--- config.mk ---
export PLATFORM = sky130hd
export DESIGN_NAME = cache_arbiter
export DESIGN_NICKNAME = d
export VERILOG_FILES = /design/src/rtl/cache_arbiter_pkg.sv /design/src/rtl/cache_arbiter_arb_pick.sv /design/src/rtl/cache_arbiter.sv
export SDC_FILE = /design/constraint.sdc
export NUM_CORES = 1
export LEC_CHECK = 0
export CAP_MARGIN = 40
export CORE_ASPECT_RATIO = 0.6
export CORE_UTILIZATION = 31
export DETAILED_ROUTE_END_ITERATION = 12
export GPL_ROUTABILITY_DRIVEN = 0
export PLACE_DENSITY_LB_ADDON = 0.15
export SYNTH_ARGS = -nofsm -noshare
export SYNTH_HDL_FRONTEND = slang
export SYNTH_SLANG_ARGS = --single-unit
--- constraint.sdc ---
create_clock -name clk -period 2.4 [get_ports clk]
set_input_delay 0.24 -clock clk [delete_from_list [all_inputs] [get_ports clk]]
set_output_delay 0.24 -clock clk [all_outputs]
set_load 0.05 [all_outputs]
--- src/rtl/cache_arbiter_pkg.sv ---
// Shared types and constants for the two-port cache arbiter.
package cache_arbiter_pkg;

  typedef enum logic [1:0] {
    IDLE  = 2'd0,
    ISSUE = 2'd1,
    WAIT  = 2'd2
  } state_t;

  typedef enum logic {
    PORT_A = 1'b0,
    PORT_B = 1'b1
  } port_t;

  typedef struct packed {
    logic [31:0] address;
    logic [3:0]  write_enable;
    logic [31:0] data_in;
  } req_t;

  localparam int StarveCntWidth = 4;

  // A request with any byte lane enabled is a write.
  function automatic logic req_is_write(input req_t r);
    return |r.write_enable;
  endfunction

endpackage

--- src/rtl/cache_arbiter_arb_pick.sv ---
// Combinational winner selection between port A and port B.
// Round-robin against last_grant, or fixed priority for A with a
// starvation escape that hands the slot to B once starve_cnt saturates.
module cache_arbiter_arb_pick
  import cache_arbiter_pkg::*;
#(
  parameter bit FixedPriorityA = 1'b0,
  parameter int StarveLimit    = 4
) (
  input  logic                      a_enable,
  input  logic                      b_enable,
  input  port_t                     last_grant,
  input  logic [StarveCntWidth-1:0] starve_cnt,
  output port_t                     winner
);

  localparam logic [StarveCntWidth-1:0] StarveMax = StarveCntWidth'(StarveLimit);

  // Pick the winner; the result is only used when at least one port requests
  always_comb begin
    winner = PORT_A;
    if (a_enable && b_enable) begin
      if (FixedPriorityA) begin
        winner = (starve_cnt == StarveMax) ? PORT_B : PORT_A;
      end else begin
        winner = (last_grant == PORT_A) ? PORT_B : PORT_A;
      end
    end else if (b_enable) begin
      winner = PORT_B;
    end
  end

endmodule

--- src/rtl/cache_arbiter.sv ---
// Shares one cache between an instruction-fetch port (A) and a data
// port (B). Each port sees the cache's own enable/busy/data_out_ready
// handshake. The winner's request is latched at grant time, so the
// requester may change its inputs afterwards without effect.
module cache_arbiter
  import cache_arbiter_pkg::*;
#(
  parameter bit FixedPriorityA = 1'b0,
  parameter int StarveLimit    = 4
) (
  input  logic        clk,
  input  logic        rst,
  input  logic        a_enable,
  input  logic [31:0] a_address,
  input  logic [3:0]  a_write_enable,
  input  logic [31:0] a_data_in,
  output logic [31:0] a_data_out,
  output logic        a_data_out_ready,
  output logic        a_busy,
  input  logic        b_enable,
  input  logic [31:0] b_address,
  input  logic [3:0]  b_write_enable,
  input  logic [31:0] b_data_in,
  output logic [31:0] b_data_out,
  output logic        b_data_out_ready,
  output logic        b_busy,
  output logic        cache_enable,
  output logic [31:0] cache_address,
  output logic [3:0]  cache_write_enable,
  output logic [31:0] cache_data_in,
  input  logic [31:0] cache_data_out,
  input  logic        cache_data_out_ready,
  input  logic        cache_busy
);

  localparam logic [StarveCntWidth-1:0] StarveMax = StarveCntWidth'(StarveLimit);

  state_t                    state_reg;
  port_t                     owner_reg;
  port_t                     last_grant_reg;
  req_t                      req_reg;
  logic [StarveCntWidth-1:0] starve_cnt_reg;

  port_t winner;
  req_t  req_next;
  logic  any_req;
  logic  req_write;
  logic  complete;

  cache_arbiter_arb_pick #(
    .FixedPriorityA(FixedPriorityA),
    .StarveLimit   (StarveLimit)
  ) u_arb_pick (
    .a_enable  (a_enable),
    .b_enable  (b_enable),
    .last_grant(last_grant_reg),
    .starve_cnt(starve_cnt_reg),
    .winner    (winner)
  );

  assign any_req   = a_enable | b_enable;
  assign req_write = req_is_write(req_reg);
  assign req_next  = (winner == PORT_A)
                   ? '{address: a_address, write_enable: a_write_enable, data_in: a_data_in}
                   : '{address: b_address, write_enable: b_write_enable, data_in: b_data_in};

  // Completion: a write finishes on the first non-busy cycle (ISSUE or
  // WAIT); a read only from WAIT, once the cache returns data.
  always_comb begin
    complete = 1'b0;
    case (state_reg)
      ISSUE:   complete = req_write & ~cache_busy;
      WAIT:    complete = ~cache_busy & (req_write | cache_data_out_ready);
      default: complete = 1'b0;
    endcase
  end

  // Grant, issue and wait sequencing with starvation bookkeeping
  always_ff @(posedge clk or posedge rst) begin
    if (rst) begin
      state_reg      <= IDLE;
      owner_reg      <= PORT_A;
      last_grant_reg <= PORT_B;
      req_reg        <= '0;
      starve_cnt_reg <= '0;
    end else begin
      case (state_reg)
        IDLE: begin
          if (any_req && !cache_busy) begin
            req_reg   <= req_next;
            owner_reg <= winner;
            state_reg <= ISSUE;
            if (winner == PORT_B) begin
              starve_cnt_reg <= '0;
            end else if (b_enable && (starve_cnt_reg != StarveMax)) begin
              starve_cnt_reg <= starve_cnt_reg + 1'b1;
            end
          end
        end
        ISSUE, WAIT: begin
          if (complete) begin
            last_grant_reg <= owner_reg;
            state_reg      <= IDLE;
          end else begin
            state_reg <= WAIT;
          end
        end
        default: state_reg <= IDLE;
      endcase
    end
  end

  assign cache_enable       = (state_reg == ISSUE) || (state_reg == WAIT);
  assign cache_address      = req_reg.address;
  assign cache_write_enable = req_reg.write_enable;
  assign cache_data_in      = req_reg.data_in;
  assign a_data_out         = cache_data_out;
  assign b_data_out         = cache_data_out;

  // Port handshake: during reset both ports are held busy; otherwise a
  // port that requests is busy until its own completion cycle, and an
  // idle port sees busy = 0.
  always_comb begin
    a_busy           = 1'b1;
    b_busy           = 1'b1;
    a_data_out_ready = 1'b0;
    b_data_out_ready = 1'b0;
    if (!rst) begin
      a_busy = a_enable;
      b_busy = b_enable;
      if (complete) begin
        if (owner_reg == PORT_A) begin
          a_busy           = 1'b0;
          a_data_out_ready = ~req_write;
        end else begin
          b_busy           = 1'b0;
          b_data_out_ready = ~req_write;
        end
      end
    end
  end

endmodule

* Yosys cells after proc, flatten, opt, wreduce, memory -nomap -nowiden *
Index checks and enable logic that the tools add are counted.

word-level totals
  flip-flop bits (word level) = 72
  input port bits = 174

operators by class
  equal/unequal tests = 3
  multiplexer cells = 20
  bitwise logic cells = 6
  reductions and logical operators = 9

operator list
  kind                  count
  $mux W68              1
  $mux W1               15
  $mux W2               2
  $pmux W2 S2           1
  $reduce_and A2 Y1     2
  $reduce_or A4 Y1      1
  $and A1 B1 Y1         2
  $eq A2 B1 Y1 const B  1
  $eq A2 B2 Y1 const B  1
  $logic_and A1 B1 Y1   2
  $logic_not A2 Y1      1
  $ne A2 B2 Y1 const B  1
  $not A1 Y1            2
  $or A1 B1 Y1          2
  $pmux W1 S2           1
  $reduce_or A2 Y1      1
  $logic_not A1 Y1      1
  $logic_or A1 B1 Y1    1

* Logic depth before layout (Yosys ltp) *
Gate-level depths: netlist of the first run.

  depth after elaboration = 6
  depth in mapped cells = 7
  depth with buffers taken out = 5

* Modules after synthesis *
From an unflattened synthesis of the first run, not the netlist that was laid out.

second synthesis, totals
  cells, all modules = 417
  area total of the unflattened synthesis = 4119.0 sq um

by module, submodules not included
  module                  times used  cells each  area each (sq um)  sequential area each (sq um)
  cache_arbiter           1           416         4107.7             1903.1
  cache_arbiter_arb_pick  1           1           11.3               0.0

* Least setup slack after synthesis of the first run *
No wires, ideal clock.

  path kind = input-to-output
  start = input port rst
  end = output port b_busy
  arrival = 2.676 ns
  required time = 2.160 ns
  path slack = -0.516 ns
  stages on the path = 2
  path buffers = 0
  cells stage by stage = inv_1 > a31oi_1

between the ends
  longest elaborated chain between the ends = 1

ends and longest elaborated chain
  item         RTL line              source
  from (decl)  cache_arbiter.sv:12   input logic rst,
  $mux W1      cache_arbiter.sv:128  if (!rst) begin
  to (decl)    cache_arbiter.sv:26   output logic b_busy,

No other way between the ends.

* Worst setup path in the final report of the first run *
  start = register state_reg[0]
  end = output port cache_enable

between the ends
  longest elaborated chain between the ends = 2

ends and longest elaborated chain
  item                                          RTL line              source
  from (decl)                                   cache_arbiter.sv:38   state_t state_reg;
  from (signal assigned)                        cache_arbiter.sv:81   state_reg <= IDLE;
  from (signal assigned)                        cache_arbiter.sv:92   state_reg <= ISSUE;
  from (signal assigned)                        cache_arbiter.sv:103  state_reg <= IDLE;
  $eq A2 B1 Y1 or $eq A2 B2 Y1 (tied branches)  cache_arbiter.sv:113  assign cache_enable = (state_reg == ISSUE) || (state_reg == WAIT);
  $logic_or A1 B1 Y1 (*)                        cache_arbiter.sv:113
  to (decl)                                     cache_arbiter.sv:27   output logic cache_enable,

Mark *: on every way between the ends. The rest lies on a longest branch, timed or not.

==> results of run 1 <==
## layer usage
metal	up-vias	wire length (um)	global-route usage (%)
met3	11	1540	9.50
met1	1355	4200	17.7
met5	-	0	0
li1	1350	-	-
met4	0	112	4.58
met2	160	4660	23.5
## what timing repair did
item,4_1_cts,5_1_grt
endpoints found under the setup margin,0,2
resized for setup,0,1
hold endpoints to repair,0,0
## synthesized netlist by cell type (all sizes together)
cell type  count
mux2         138
buf           79
dfrtp         71
nor2           5
inv            4
a21oi          3
ha             3
a21boi         1
a31oi          1
and2           1
and4           1
and4b          1
dfstp          1
nand2          1
nand2b         1
nor2b          1
nor4           1
o21ai          1
o21ba          1
o32ai          1
## per-stage QoR
step,worst slack (ns),instance area (um2)
4_1_cts,0.0844,6380
6_report,0.251,6380
5_1_grt,0.157,6380
2_1_floorplan,0.0837,4170
3_3_place_gp,0.349,6070
3_5_place_dp,0.360,6070
## worst max-delay path: cells and delay by family (launching register included)
kind                     cells  cell delay, ns
adder cells (fa/ha/maj)      1            0.31
flip-flops                   1            0.38
buffers and inverters        2            0.88
## worst paths after layout
kind | endpoint | depth (start not counted) | slack (ns) | from
min reg2reg | cache_address[9] | 1 | 0.50 | cache_address[9]
min | a_data_out[15] | 0 | 0.48 | cache_data_out[15]
max | cache_enable | 3 | 0.25 | state_reg[0]
max reg2reg | cache_address[11] | 5 | 0.70 | state_reg[0]
min in group asynchronous | cache_address[28] | 3 | 0.54 | rst
max in group asynchronous | cache_address[12] | 3 | 1.44 | rst
## cells by family after synthesis
kind of cell / share of synthesized area (%)
adders and majority gates: 0.903
AOI/OAI and AO/OA: 1.35
and+or+nand+nor: 1.66
buffers and inverters: 14.4
DFF: 43.4
muxes: 38.3
## layout make-up
cell class / count / area (um2) / area share, %
clock buffers: 12 / 267 / 4.18
clock inverters: 3 / 40.0 / 0.627
flip-flops and latches: 72 / 1800 / 28.3
well taps: 170 / 213 / 3.33
repair buffers: 221 / 2260 / 35.4
multi-input cells: 161 / 1780 / 27.9
inverters: 4 / 18.8 / 0.294
## power groups by stage
stage / Sequential (mW) / Clock (mW) / Combinational [mW]
2_1_floorplan: 4.25 / 0 / 1.58
3_3_place_gp: 2.20 / 0 / 5.12
3_5_place_dp: 2.21 / 0 / 5.15
4_1_cts: 2.21 / 1.43 / 5.16
5_1_grt: 2.29 / 1.49 / 5.33
6_report: 2.20 / 1.37 / 5.10
==> run_results.csv, run 1 <==
group,metric,value,unit
run_status,outcome,"completed",
power,power_frac_seq,25.3,%
placement,dp_cells,628,
timing,fin_crit,2.15,ns
setup_path,critPathKind,"reg -> out",
run,maxCapViolations,0,
timing,slew_headroom,63.8,%
setup_path,worst_setup_path_end_kind,"output pin",
finish,final_nets,646,
setup_path,worstPathCellList,"inv_1 -> ha_1 -> clkdlybuf4s50_1",
logic_synthesis,avgSynthCellArea,13.1,um2
die,dieArea,13900,um2
global_routing,grt_pass1_wl,16200,um
clocking,cts-root-buf,"clkbuf_16",
logic_synthesis,yosys.area.top_type_share,42.8,%
clocking,post_cts_buffers,0,
logic_synthesis,syn_area,4160,um2
logic_synthesis,synth-seq-cells,72,
power,clkPwrFrac,15.8,%
drt,avgRoutedWirePerCell,16.3,um
setup_path,cp-start-kind,"flip-flop",
timing,drv_slew,0,
power,p_sw,3.86,mW
timing,fin_hold_ws,0.480,ns
die,die_w,151,um
timing,worst_slew_pin_slew,0.541,ns
finish,area_growth,53.6,%
logic_synthesis,ys_types,24,
clocking,cts_hold_buffers,0,
logic_synthesis,synth.largest_area_cell,"dfrtp_1",
clocking,cts_tree,"built",
setup_path,required,2.16,ns
clocking,htree_levels,3,
setup_path,crit_fanout,3,
drt,wl,10500,um
power,swShare,44.5,%
global_routing,overflow,0,
setup_path,slowest_stage,"clkdlybuf4s50_1",
finish,finalNonFillerCells,643,
power,p_comb_share,58.8,%
clocking,cts_buffers,9,
global_routing,grt.total_usage,15.4,%
die,die_h,91.7,um
global_routing,grt_pass1_vias,3120,
timing,fmax,465,MHz
global_routing,grt_max_degree,41,
clocking,cts_buffer_depth,2,
placement,numPortBuffers,214,
placement,dp_hpwl,7930,um
setup_path,cpPeakStageDelay,0.80,ns
power,intPower,4.81,mW
clocking,insertion_delay,0.33,ns
finish,antenna_cells,0,
drt,drc_errors,0,
power,peakVddDrop,0.672,mV
finish,drive_above_1_share,34.2,%
drt,viasPerCell,4.47,
timing,post-route-period-util,89.5,%
logic_synthesis,synth_warnings,0,
logic_synthesis,syn_nets,493,
finish,fill_cells,1162,
timing,worst_clock_skew,0.00556,ns
setup_path,arrival,1.91,ns
timing,final-setup-viol-count,0,
drt,drt_iter0_markers,46,
drt,first_pass_iters,4,
power,power.total,8.67,mW
drt,num_vias,2876,
die,rows,32,
power,powerDensity,1360,nW/um2
die,start_util,32.0,%
clocking,cts_sinks,72,
finish,layout_common_cells,"clkdlybuf4s50_1, mux2_2, dfrtp_1",
finish,final_common_cell,"clkdlybuf4s50_1",
drt,ant_nets,0,
timing,hold_violations,0,
logic_synthesis,syn_inst,316,
timing,tns,0,ns
power,p_leak,2.55,nW
clocking,clk_pin_slew_worst_paths,0.06,ns
logic_synthesis,synthTopCellsByArea,"dfrtp_1, mux2_2, buf_4",
logic_synthesis,ys_seq_area_share,43.4,%
hold_path,hp-class,"in -> out",
timing,rsz0062_at_grt,"no",
finish,post-route-util,49.2,%
die,coreArea,13000,um2
die,io_pins,311,
global_routing,antenna_found_initial,0,
Note: power is estimated with default switching activity, not from simulation.
==> run 2: changes to the inputs <==
Settings changed: PLACE_DENSITY set to 0.88, PLACE_DENSITY_LB_ADDON 0.15 to unset.
==> run 2 against run 1 <==
Utilization is 0.17 points higher. Setup slack worse by 0.12 ns. Sequential share of layout area is 0.099 points lower. Count of clock-buffer cells in the layout is 1 lower. Global-route usage is 0.43 points lower. Critical path depth is 3 higher. Final area is 0.35% higher. Register-to-register slack better by 0.02 ns. Largest power group unchanged. Highest routed layer unchanged.
==> run_results.csv, run 2 (same netlist as run 1, synthesis figures left out) <==
group,metric,value,unit
run_status,outcome,"completed",
timing,hold_violations,0,
setup_path,r2r-start,"state_reg[1]",
global_routing,met1_usage,17.7,%
finish,area_growth,54.1,%
clocking,clk_pin_slew_worst_paths,0.05,ns
timing,drv_slew,0,
hold_path,min_path_cells,0,
setup_path,arrival,2.03,ns
hold_path,hold_end,"a_data_out[27]",
drt,drt_iter0_markers,41,
setup_path,reg2reg_depth,5,
finish,layout_common_cells,"clkdlybuf4s50_1, mux2_2, dfrtp_1",
drt,wl,10400,um
finish,drive_above_1_share,34.0,%
finish,postLayoutCellArea,6400,um2
timing,worst_slew_pin_slew,0.543,ns
drt,avgRoutedWirePerCell,16.2,um
die,die_w,151,um
finish,multi_input_area,1780,um2
hold_path,hp-class,"in -> out",
clocking,cts_tree,"built",
clocking,cts_buffers,9,
drt,num_vias,2897,
global_routing,antenna_found_initial,0,
clocking,insertion_delay,0.33,ns
clocking,post_cts_buffers,0,
global_routing,grt_pass1_vias,3031,
clocking,cts_buffer_depth,2,
clocking,htree_levels,3,
die,start_util,32.0,%
placement,numPortBuffers,214,
global_routing,grt_max_degree,54,
timing,fin_crit,2.27,ns
timing,fin_hold_ws,0.480,ns
setup_path,worst_setup_path_end_kind,"output pin",
global_routing,overflow,0,
power,power.total,8.88,mW
setup_path,critPathKind,"reg -> out",
die,coreArea,13000,um2
setup_path,required,2.16,ns
finish,final_common_cell,"clkdlybuf4s50_1",
finish,antenna_cells,0,
drt,drc_errors,0,
power,powerDensity,1390,nW/um2
finish,regArea,1800,um2
clocking,cts_sinks,72,
global_routing,grt.total_usage,15.0,%
die,io_pins,311,
die,die_h,91.7,um
finish,fill_cells,1133,
die,dieArea,13900,um2
timing,rsz0062_at_grt,"no",
placement,dp_hpwl,8100,um
global_routing,busiest_layer,"met2",
drt,ant_nets,0,
hold_path,holdCritStartpoint,"cache_data_out[27]",
timing,final-setup-viol-count,0,
placement,place_area,6050,um2
die,rows,32,
run,maxCapViolations,0,
global_routing,grt_pass1_wl,15700,um
timing,slew_headroom,63.7,%
drt,first_pass_iters,4,
setup_path,worst_r2r_endpoint,"last_grant_reg",
setup_path,rrSetupSlack,0.72,ns
global_routing,grt_use_met3,6.57,%
drt,viasPerCell,4.51,
timing,tns,0,ns
timing,post-route-period-util,94.4,%
timing,fmax,441,MHz
timing,worst_clock_skew,0.00698,ns
power,p_leak,2.56,nW
clocking,cts-root-buf,"clkbuf_16",
power,peakVddDrop,0.754,mV
global_routing,gr-usage-met2,24.2,%
setup_path,crit_fanout,5,
setup_path,cp-start-kind,"flip-flop",
finish,final_nets,645,
[run 2: area by class of cell]
cell class	instances	share of cell area [%]
timing repair buffer	220	35.0
sequential	72	28.2
multi-input combinational	161	27.8
clock buffer	11	3.79
tap	170	3.32
clock inverter	5	1.62
inverter	4	0.293
[run 2: stage by stage]
stage | util, % | std cells | setup slack [ns]
floorplan | - | 316 | 0.0837
global placement | 46.6 | 627 | 0.375
detailed placement | 46.6 | 627 | 0.333
CTS | 49.3 | 643 | 0.00887
global route | 49.4 | 643 | 0.0136
finish | 49.4 | 643 | 0.134
[run 2: worst max-delay path: stages, from the launching register on]
cell      delay (ns)
dfrtp_1         0.37
inv_1           0.07
ha_1            0.32
nand2b_1        0.06
a21oi_1         0.41
and4_1          0.28
buf_4           0.20
[run 2: worst max path at each step]
| stage | startpoint | endpoint | slack [ns] |
|---|---|---|---|
| after floorplan | cache_write_enable[1] | a_busy | 0.08 |
| after global placement | b_enable | cache_data_in[7] | 0.37 |
| after detailed placement | b_enable | cache_data_in[5] | 0.33 |
| after CTS | cache_write_enable[1] | a_busy | 0.009 |
| after global routing | state_reg[1] | b_data_out_ready | 0.01 |
| final | state_reg[1] | b_data_out_ready | 0.13 |
[run 2: timing repair]
item                                    in CTS  in global routing
resized for setup                            0                  1
endpoints found under the setup margin       0                  4
hold buffers                                 0                  0
[run 2: power breakdown]
part           switching [mW]  internal (mW)  leakage (nW)
sequential              0.388           1.85         0.846
clock                   0.507           1.04         0.170
combinational            3.02           2.08          1.54
total                    3.92           4.96          2.56
[run 2: metal layers]
metal	wire length, um	part of all wire (%)
met5	0	0
met4	97	0.93
met3	1150	11
met2	4890	47
met1	4310	41
==> run 3: changes to the inputs <==
Settings changed: SLEW_MARGIN set to 15.
==> results of run 3 <==
Final layout, timing and power as in run 2 (identical DEF).
